[src/rtl/conv_top_system.sv]
// rtl/conv_top_system.sv - streaming 2-D convolution top: output-stationary MAC driven by a loop-controller FSM
//   clk, arst_n_in          clock, asynchronous active-low reset
//   start, running,         layer control / status (fsm_done pulses with the last result)
//   fsm_done
//   a_input/a_valid/a_ready activation stream
//   b_input/b_valid/b_ready weight stream
//   data_ready              joint a/b transfer (one MAC step) this cycle
//   int_mem_we              internal result buffer written this cycle
//   out, output_valid,      registered result and its coordinates
//   output_x/y/ch
module conv_top_system #(
  parameter int IO_DATA_WIDTH      = 16,
  parameter int ACCUMULATION_WIDTH = 32,
  parameter int EXT_MEM_HEIGHT     = 256,
  parameter int EXT_MEM_WIDTH      = 32,
  parameter int FEATURE_MAP_WIDTH  = 128,
  parameter int FEATURE_MAP_HEIGHT = 128,
  parameter int INPUT_NB_CHANNELS  = 2,
  parameter int OUTPUT_NB_CHANNELS = 16,
  parameter int KERNEL_SIZE        = 3
) (
  input  logic                                    clk,
  input  logic                                    arst_n_in,
  input  logic                                    start,
  output logic                                    running,
  output logic                                    fsm_done,
  input  logic [IO_DATA_WIDTH-1:0]                a_input,
  input  logic                                    a_valid,
  output logic                                    a_ready,
  input  logic [IO_DATA_WIDTH-1:0]                b_input,
  input  logic                                    b_valid,
  output logic                                    b_ready,
  output logic                                    data_ready,
  output logic                                    int_mem_we,
  output logic signed [ACCUMULATION_WIDTH-1:0]    out,
  output logic                                    output_valid,
  output logic [$clog2(FEATURE_MAP_WIDTH)-1:0]    output_x,
  output logic [$clog2(FEATURE_MAP_HEIGHT)-1:0]   output_y,
  output logic [$clog2(OUTPUT_NB_CHANNELS)-1:0]   output_ch
);

  localparam int XW = $clog2(FEATURE_MAP_WIDTH);
  localparam int YW = $clog2(FEATURE_MAP_HEIGHT);
  localparam int CW = $clog2(OUTPUT_NB_CHANNELS);
  localparam int KW = (KERNEL_SIZE > 1) ? $clog2(KERNEL_SIZE) : 1;
  localparam int IW = (INPUT_NB_CHANNELS > 1) ? $clog2(INPUT_NB_CHANNELS) : 1;
  localparam int AW = (EXT_MEM_HEIGHT > 1) ? $clog2(EXT_MEM_HEIGHT) : 1;

  typedef enum logic [1:0] {IDLE, FETCH, OUTPUT} state_t;

  state_t                          state;
  logic [XW-1:0]                   x;
  logic [YW-1:0]                   y;
  logic [CW-1:0]                   och;
  logic [KW-1:0]                   ky;
  logic [KW-1:0]                   kx;
  logic [IW-1:0]                   ich;
  logic signed [ACCUMULATION_WIDTH-1:0] acc;
  logic [AW-1:0]                   wr_addr;
  logic [EXT_MEM_WIDTH-1:0]        result_mem [EXT_MEM_HEIGHT];

  logic xfer;
  logic first_tap;
  logic last_ich, last_kx, last_ky;
  logic last_och, last_x, last_y, last_out;
  logic signed [2*IO_DATA_WIDTH-1:0]      prod;
  logic signed [ACCUMULATION_WIDTH-1:0]   prod_ext;
  logic signed [ACCUMULATION_WIDTH-1:0]   acc_next;

  // Only joint transfers happen; a lone valid is left on the bus.
  assign xfer       = (state == FETCH) && a_valid && b_valid;
  assign a_ready    = xfer;
  assign b_ready    = xfer;
  assign data_ready = xfer;

  assign first_tap = (ky == '0) && (kx == '0) && (ich == '0);
  assign last_ich  = (ich == IW'(INPUT_NB_CHANNELS - 1));
  assign last_kx   = (kx == KW'(KERNEL_SIZE - 1));
  assign last_ky   = (ky == KW'(KERNEL_SIZE - 1));
  assign last_och  = (och == CW'(OUTPUT_NB_CHANNELS - 1));
  assign last_x    = (x == XW'(FEATURE_MAP_WIDTH - 1));
  assign last_y    = (y == YW'(FEATURE_MAP_HEIGHT - 1));
  assign last_out  = last_och && last_x && last_y;

  // Full-precision product, then sign-extended or truncated to the accumulator width.
  assign prod     = $signed(a_input) * $signed(b_input);
  assign prod_ext = ACCUMULATION_WIDTH'(prod);
  // The first tap of a pixel restarts the sum, so no separate clear cycle is needed.
  assign acc_next = first_tap ? prod_ext : (acc + prod_ext);

  always_ff @(posedge clk or negedge arst_n_in) begin
    if (!arst_n_in) begin
      state        <= IDLE;
      running      <= 1'b0;
      fsm_done     <= 1'b0;
      int_mem_we   <= 1'b0;
      output_valid <= 1'b0;
      out          <= '0;
      output_x     <= '0;
      output_y     <= '0;
      output_ch    <= '0;
      x            <= '0;
      y            <= '0;
      och          <= '0;
      ky           <= '0;
      kx           <= '0;
      ich          <= '0;
      acc          <= '0;
      wr_addr      <= '0;
    end else begin
      case (state)
        IDLE: begin
          if (start) begin
            state   <= FETCH;
            running <= 1'b1;
          end
        end
        FETCH: begin
          if (xfer) begin
            acc <= acc_next;
            if (last_ich) begin
              ich <= '0;
              if (last_kx) begin
                kx <= '0;
                if (last_ky) begin
                  // Last tap: the result registers are loaded now so they
                  // are visible during the single OUTPUT cycle.
                  ky           <= '0;
                  state        <= OUTPUT;
                  output_valid <= 1'b1;
                  int_mem_we   <= 1'b1;
                  out          <= acc_next;
                  output_x     <= x;
                  output_y     <= y;
                  output_ch    <= och;
                  fsm_done     <= last_out;
                end else begin
                  ky <= ky + 1'b1;
                end
              end else begin
                kx <= kx + 1'b1;
              end
            end else begin
              ich <= ich + 1'b1;
            end
          end
        end
        OUTPUT: begin
          output_valid <= 1'b0;
          int_mem_we   <= 1'b0;
          fsm_done     <= 1'b0;
          wr_addr      <= (wr_addr == AW'(EXT_MEM_HEIGHT - 1)) ? '0 : wr_addr + 1'b1;
          if (last_och) begin
            och <= '0;
            if (last_x) begin
              x <= '0;
              y <= last_y ? '0 : y + 1'b1;
            end else begin
              x <= x + 1'b1;
            end
          end else begin
            och <= och + 1'b1;
          end
          if (fsm_done) begin
            state   <= IDLE;
            running <= 1'b0;
          end else begin
            state <= FETCH;
          end
        end
        default: state <= IDLE;
      endcase
    end
  end

  // Result buffer: written during OUTPUT, no reset on the array itself.
  always_ff @(posedge clk) begin
    if (int_mem_we) begin
      result_mem[wr_addr] <= EXT_MEM_WIDTH'(out);
    end
  end

endmodule

[config.mk]
export PLATFORM = sky130hd
export DESIGN_NAME = conv_top_system
export DESIGN_NICKNAME = d
export VERILOG_FILES = /design/src/rtl/conv_top_system.sv
export SDC_FILE = /design/constraint.sdc
export NUM_CORES = 1
export LEC_CHECK = 0
export ABC_CLOCK_PERIOD_IN_PS = 5900
export CAP_MARGIN = 0
export CORE_ASPECT_RATIO = 1.1
export CORE_MARGIN = 3
export CORE_UTILIZATION = 45
export CTS_CLUSTER_DIAMETER = 40
export CTS_CLUSTER_SIZE = 10
export DETAILED_ROUTE_END_ITERATION = 8
export GPL_TIMING_DRIVEN = 0
export PLACE_DENSITY_LB_ADDON = 0.3
export SYNTH_ARGS = -nofsm -noshare
export SYNTH_HDL_FRONTEND = slang
export SYNTH_SLANG_ARGS = --single-unit
[constraint.sdc]
create_clock -name clk -period 5.9 [get_ports clk]
set_clock_uncertainty 0.2 [all_clocks]
set_input_delay 0.885 -clock clk [delete_from_list [all_inputs] [get_ports clk]]
set_output_delay 0.885 -clock clk [all_outputs]
set_load 0.05 [all_outputs]
==> PnR_summary.wiki <==
{| class="wikitable"
! Metric !! Value
|-
| Cts bufs inserted || 9
|-
| Weighted congestion reported at the end of routability-driven placement || about 0.94
|-
| CTS H-Tree Depth || 3
|-
| Share of the clock period used by the worst path after layout || 137.2%
|-
| Yosys cell types || 59
|-
| Worst flop-to-flop path startpoint || acc[0]$_DFFE_PN0P_
|-
| First-pass GRT wire length || between 70 and 80 mm
|-
| Maximum fanout count along the critical path || 7
|-
| Wirelength per Cell || roughly 18 µm
|-
| Die Span X || 184.6 µm
|-
| Overall die height || 202.4 µm
|-
| Cell repeated most along the worst path || fa_1
|-
| Clock transition at the registers of the reported paths || about 80 ps
|-
| Fraction of final layout cells with drive strength greater than 1 || between 20% and 30%
|-
| Max-Slew Margin vs Limit || a little over a tenth
|-
| Drt drc || 0
|-
| Vias in the first global route || 14250
|-
| Post-placement cell area || 0.01780 mm²
|-
| Number of non-filler instances in the completed layout || between 2000 and 2500
|-
| Worst setup slack for register-to-register paths || ~2600 ps
|-
| Share of the core filled with cells in the final layout || ~62%
|-
| Port Buffer Count || 93
|-
| CTS sink count || 110
|-
| EDFF count, synth || 0
|-
| Number of cells in the design after placement || 2293
|-
| Worst path arrival time || 8180 ps
|-
| 1st-iter DRT viols || 659
|-
| Netlist area before placement || 0.01579 mm²
|-
| Startpoint class of the critical path || input port
|-
| Critical setup path kind || input port to flip-flop
|-
| Number of diodes added for antenna fixing || 0
|-
| Number of rows created at floorplan || 71
|-
| Timing-limited maximum frequency || 123.6 MHz
|-
| Max-cap viol count || 0
|-
| Slowest stage delay, CP || about 550 ps
|-
| Half-perimeter wire length after placement || about 34 mm
|-
| Initial Utilization || 45.92%
|-
| Share of flip-flops with an asynchronous set or reset || 100.0%
|-
| Outcome || finished with violations
|-
| Post-detailed-route count of antenna-violating nets || 0
|-
| Worst setup path endpoint || acc[29]$_DFFE_PN0P_
|-
| HP Start || output_ch[3]$_DFFE_PN0P_
|-
| Main synth FF type || dfrtp_1
|-
| # IOs || between 90 and 100
|-
| Final Critical Period || between 8000 and 9000 ps
|-
| Capture point of the worst reg-to-reg path || acc[20]$_DFFE_PN0P_
|-
| Setup repair after global routing missed its margin || yes
|-
| Setup slack of the critical path after layout || -2193 ps
|-
| Number of vias after detailed routing || 13210
|-
| Largest net degree at the start of global routing || between 60 and 70
|-
| Total of endpoints with negative setup slack in the final report || 46
|-
| Cell chosen for the clock root || clkbuf_16
|-
| Crit end category || flip-flop
|-
| Layout Cell Area excl Fill || between 0.02 and 0.025 mm²
|-
| Least-Margin Pin Slew || 1328 ps
|-
| Number of iterations in the first detailed-routing pass || 5
|-
| Final hold violation count || 0
|-
| Violations in the final reports || negative setup slack
|-
| Yosys warning count || 0
|-
| Worst-skew pair later-pin latency || ~360 ps
|-
| Proportion of synthesized chip area in sequential cells || 17.44%
|-
| Synth Instances || 1761
|-
| Post-detailed-route via-to-cell ratio || 5.336
|-
| Clock tree from TritonCTS || yes
|-
| Area enclosed by the die boundary || between 0.03 and 0.04 mm²
|-
| Overall global routing resource usage || around 24%
|-
| Area of the placeable core || 0.03438 mm²
|-
| Number of antenna violations at the first check in global routing || 0
|-
| Number of nets in the synthesized netlist || 2179
|-
| Data required, critical path || around 6000 ps
|-
| Mean Syn Cell Area || 8.964 µm²
|-
| Min-delay worst type || flip-flop to flip-flop
|-
| Count of hold buffers inserted by post-cts repair || 0
|-
| Critical path startpoint || a_input[11]
|-
| Final max-slew violation count || 0
|-
| Post-synthesis to final-layout area growth || 34.31%
|-
| Final layout net count || 2450
|-
| Total of flip-flops plus latches after synthesis || 110
|-
| Depth of the worst register-to-register path || 13
|-
| Global-route congestion overflow total || 0
|-
| Max Root-Sink Buffers || 2
|-
| Wire length after detailed routing || 45.49 mm
|-
| Slowest stage cell, crit path || fa_1
|}
cells in the final DEF, fill, tap and decap left out, drive strengths merged, types with 2 or more instances in the layout:
master	Yosys	final
xor2	19	19
buf	4	206
xnor2	51	51
o21ba	2	2
nand4	9	9
clkinv	0	3
a21o	18	18
and3	6	6
nor2	62	62
o21bai	10	10
mux2	4	4
clkbuf	55	61
a211o	3	3
nor3	8	8
o211ai	3	3
o21ai	114	114
nor4	3	3
fa	263	263
a211oi	10	10
nand3	17	17
nand2	286	286
dfrtp	110	110
inv	312	315
a21oi	66	66
or3	5	5
o21a	8	8
nor2b	5	5
ha	118	118
nand2b	14	14
or2	4	4
clkdlybuf4s50	0	61
a31oi	8	8
and2	127	127
a2111oi	4	4
nor3b	2	2
mux2i	6	6
o31ai	8	8
or4	2	2
metrics by stage:
| step | setup slack [ps] | setup TNS, ps | hold slack, ps |
|---|---|---|---|
| floorplan | -1778 | -49990 | 253.8 |
| global route | -2456 | -75460 | 310.9 |
| global placement | -3636 | -189000 | 263.7 |
| finish | -2193 | -66220 | 279.1 |
| detailed placement | -3703 | -126220 | 260.8 |
| CTS | -2121 | -60440 | 283.0 |
routing by layer:
layer  global-route usage [%]  vias to the layer above  wire [µm]
li1                         -                     6028          -
met1                    31.83                     6635      18610
met2                    41.43                      429      22840
met4                    9.425                        0       1649
met5                        0                        -          0
met3                    3.474                      114       2385
critical path, delay by kind of cell:
| family | cells | cell delay, ps |
|---|---|---|
| buf+inv | 8 | 790 |
| xor+xnor | 2 | 290 |
| compound gates | 9 | 1940 |
| fa+ha+maj | 8 | 3510 |
| simple gates | 6 | 750 |
worst min path at each step:
stage                                           to  slack (ps)  depth (start not counted)
after global placement     output_x[0]$_DFFE_PN0P_         260                          2
final                     output_ch[3]$_DFFE_PN0P_         280                          2
after global routing           out[12]$_DFFE_PN0P_         310                          2
after floorplan                acc[16]$_DFFE_PN0P_         250                          2
after detailed placement       out[30]$_DFFE_PN0P_         260                          2
after CTS                 output_ch[3]$_DFFE_PN0P_         280                          2
repair_timing:
item,in CTS,in global routing
pin swaps,102,125
cloned,1,0
setup endpoints to repair,50,48
gates resized for setup,465,143
setup buffers,113,54
synth_stat cells, types with 9 or more instances:
cell / number / area share [%]
nand2b_1: 14 / 0.55
a21o_1: 18 / 0.86
ha_1: 118 / 9.4
xnor2_1: 51 / 2.8
inv_1: 312 / 7.4
o21ai_1: 9 / 0.29
nand2_1: 286 / 6.8
nand4_1: 9 / 0.36
o21bai_1: 10 / 0.48
clkbuf_1: 55 / 1.3
o21ai_0: 105 / 3.3
and2_1: 127 / 5.0
dfrtp_1: 110 / 17
fa_1: 263 / 33
nand3_1: 17 / 0.54
a21oi_1: 64 / 2.0
nor2_1: 62 / 1.5
xor2_1: 19 / 1.1
cell families after synthesis:
group | count (synthesis) | share of synthesized area [%]
buf+inv | 371 | 8.901
mux | 10 | 0.6658
compound gates | 265 | 10.04
xor+xnor | 70 | 3.884
fa+ha+maj | 381 | 42.70
flops | 110 | 17.44
simple gates | 554 | 16.37
registers in the layout, indices dropped and copies added (netlist names):
| signal | flops |
|---|---|
| state | 2 |
| x | 7 |
| out | 32 |
| output_ch | 4 |
| och | 4 |
| running | 1 |
| y | 7 |
| output_valid | 1 |
| ky | 2 |
| ich | 1 |
| fsm_done | 1 |
| output_y | 7 |
| kx | 2 |
| acc | 32 |
| output_x | 7 |
final cells by class:
class / instances / area [µm²]
multi-input combinational: 1280 / 13150
fill: 2764 / 13180
buffer: 59 / 777.0
timing repair buffer: 260 / 2479
clock buffer: 9 / 225.2
sequential: 110 / 2753
inverter: 312 / 1179
clock inverter: 7 / 90.09
tap: 438 / 548.0
Power is left out: the tool's default activity adds up to more than one toggle a clock period on the data nets, which glitch-free logic cannot reach.
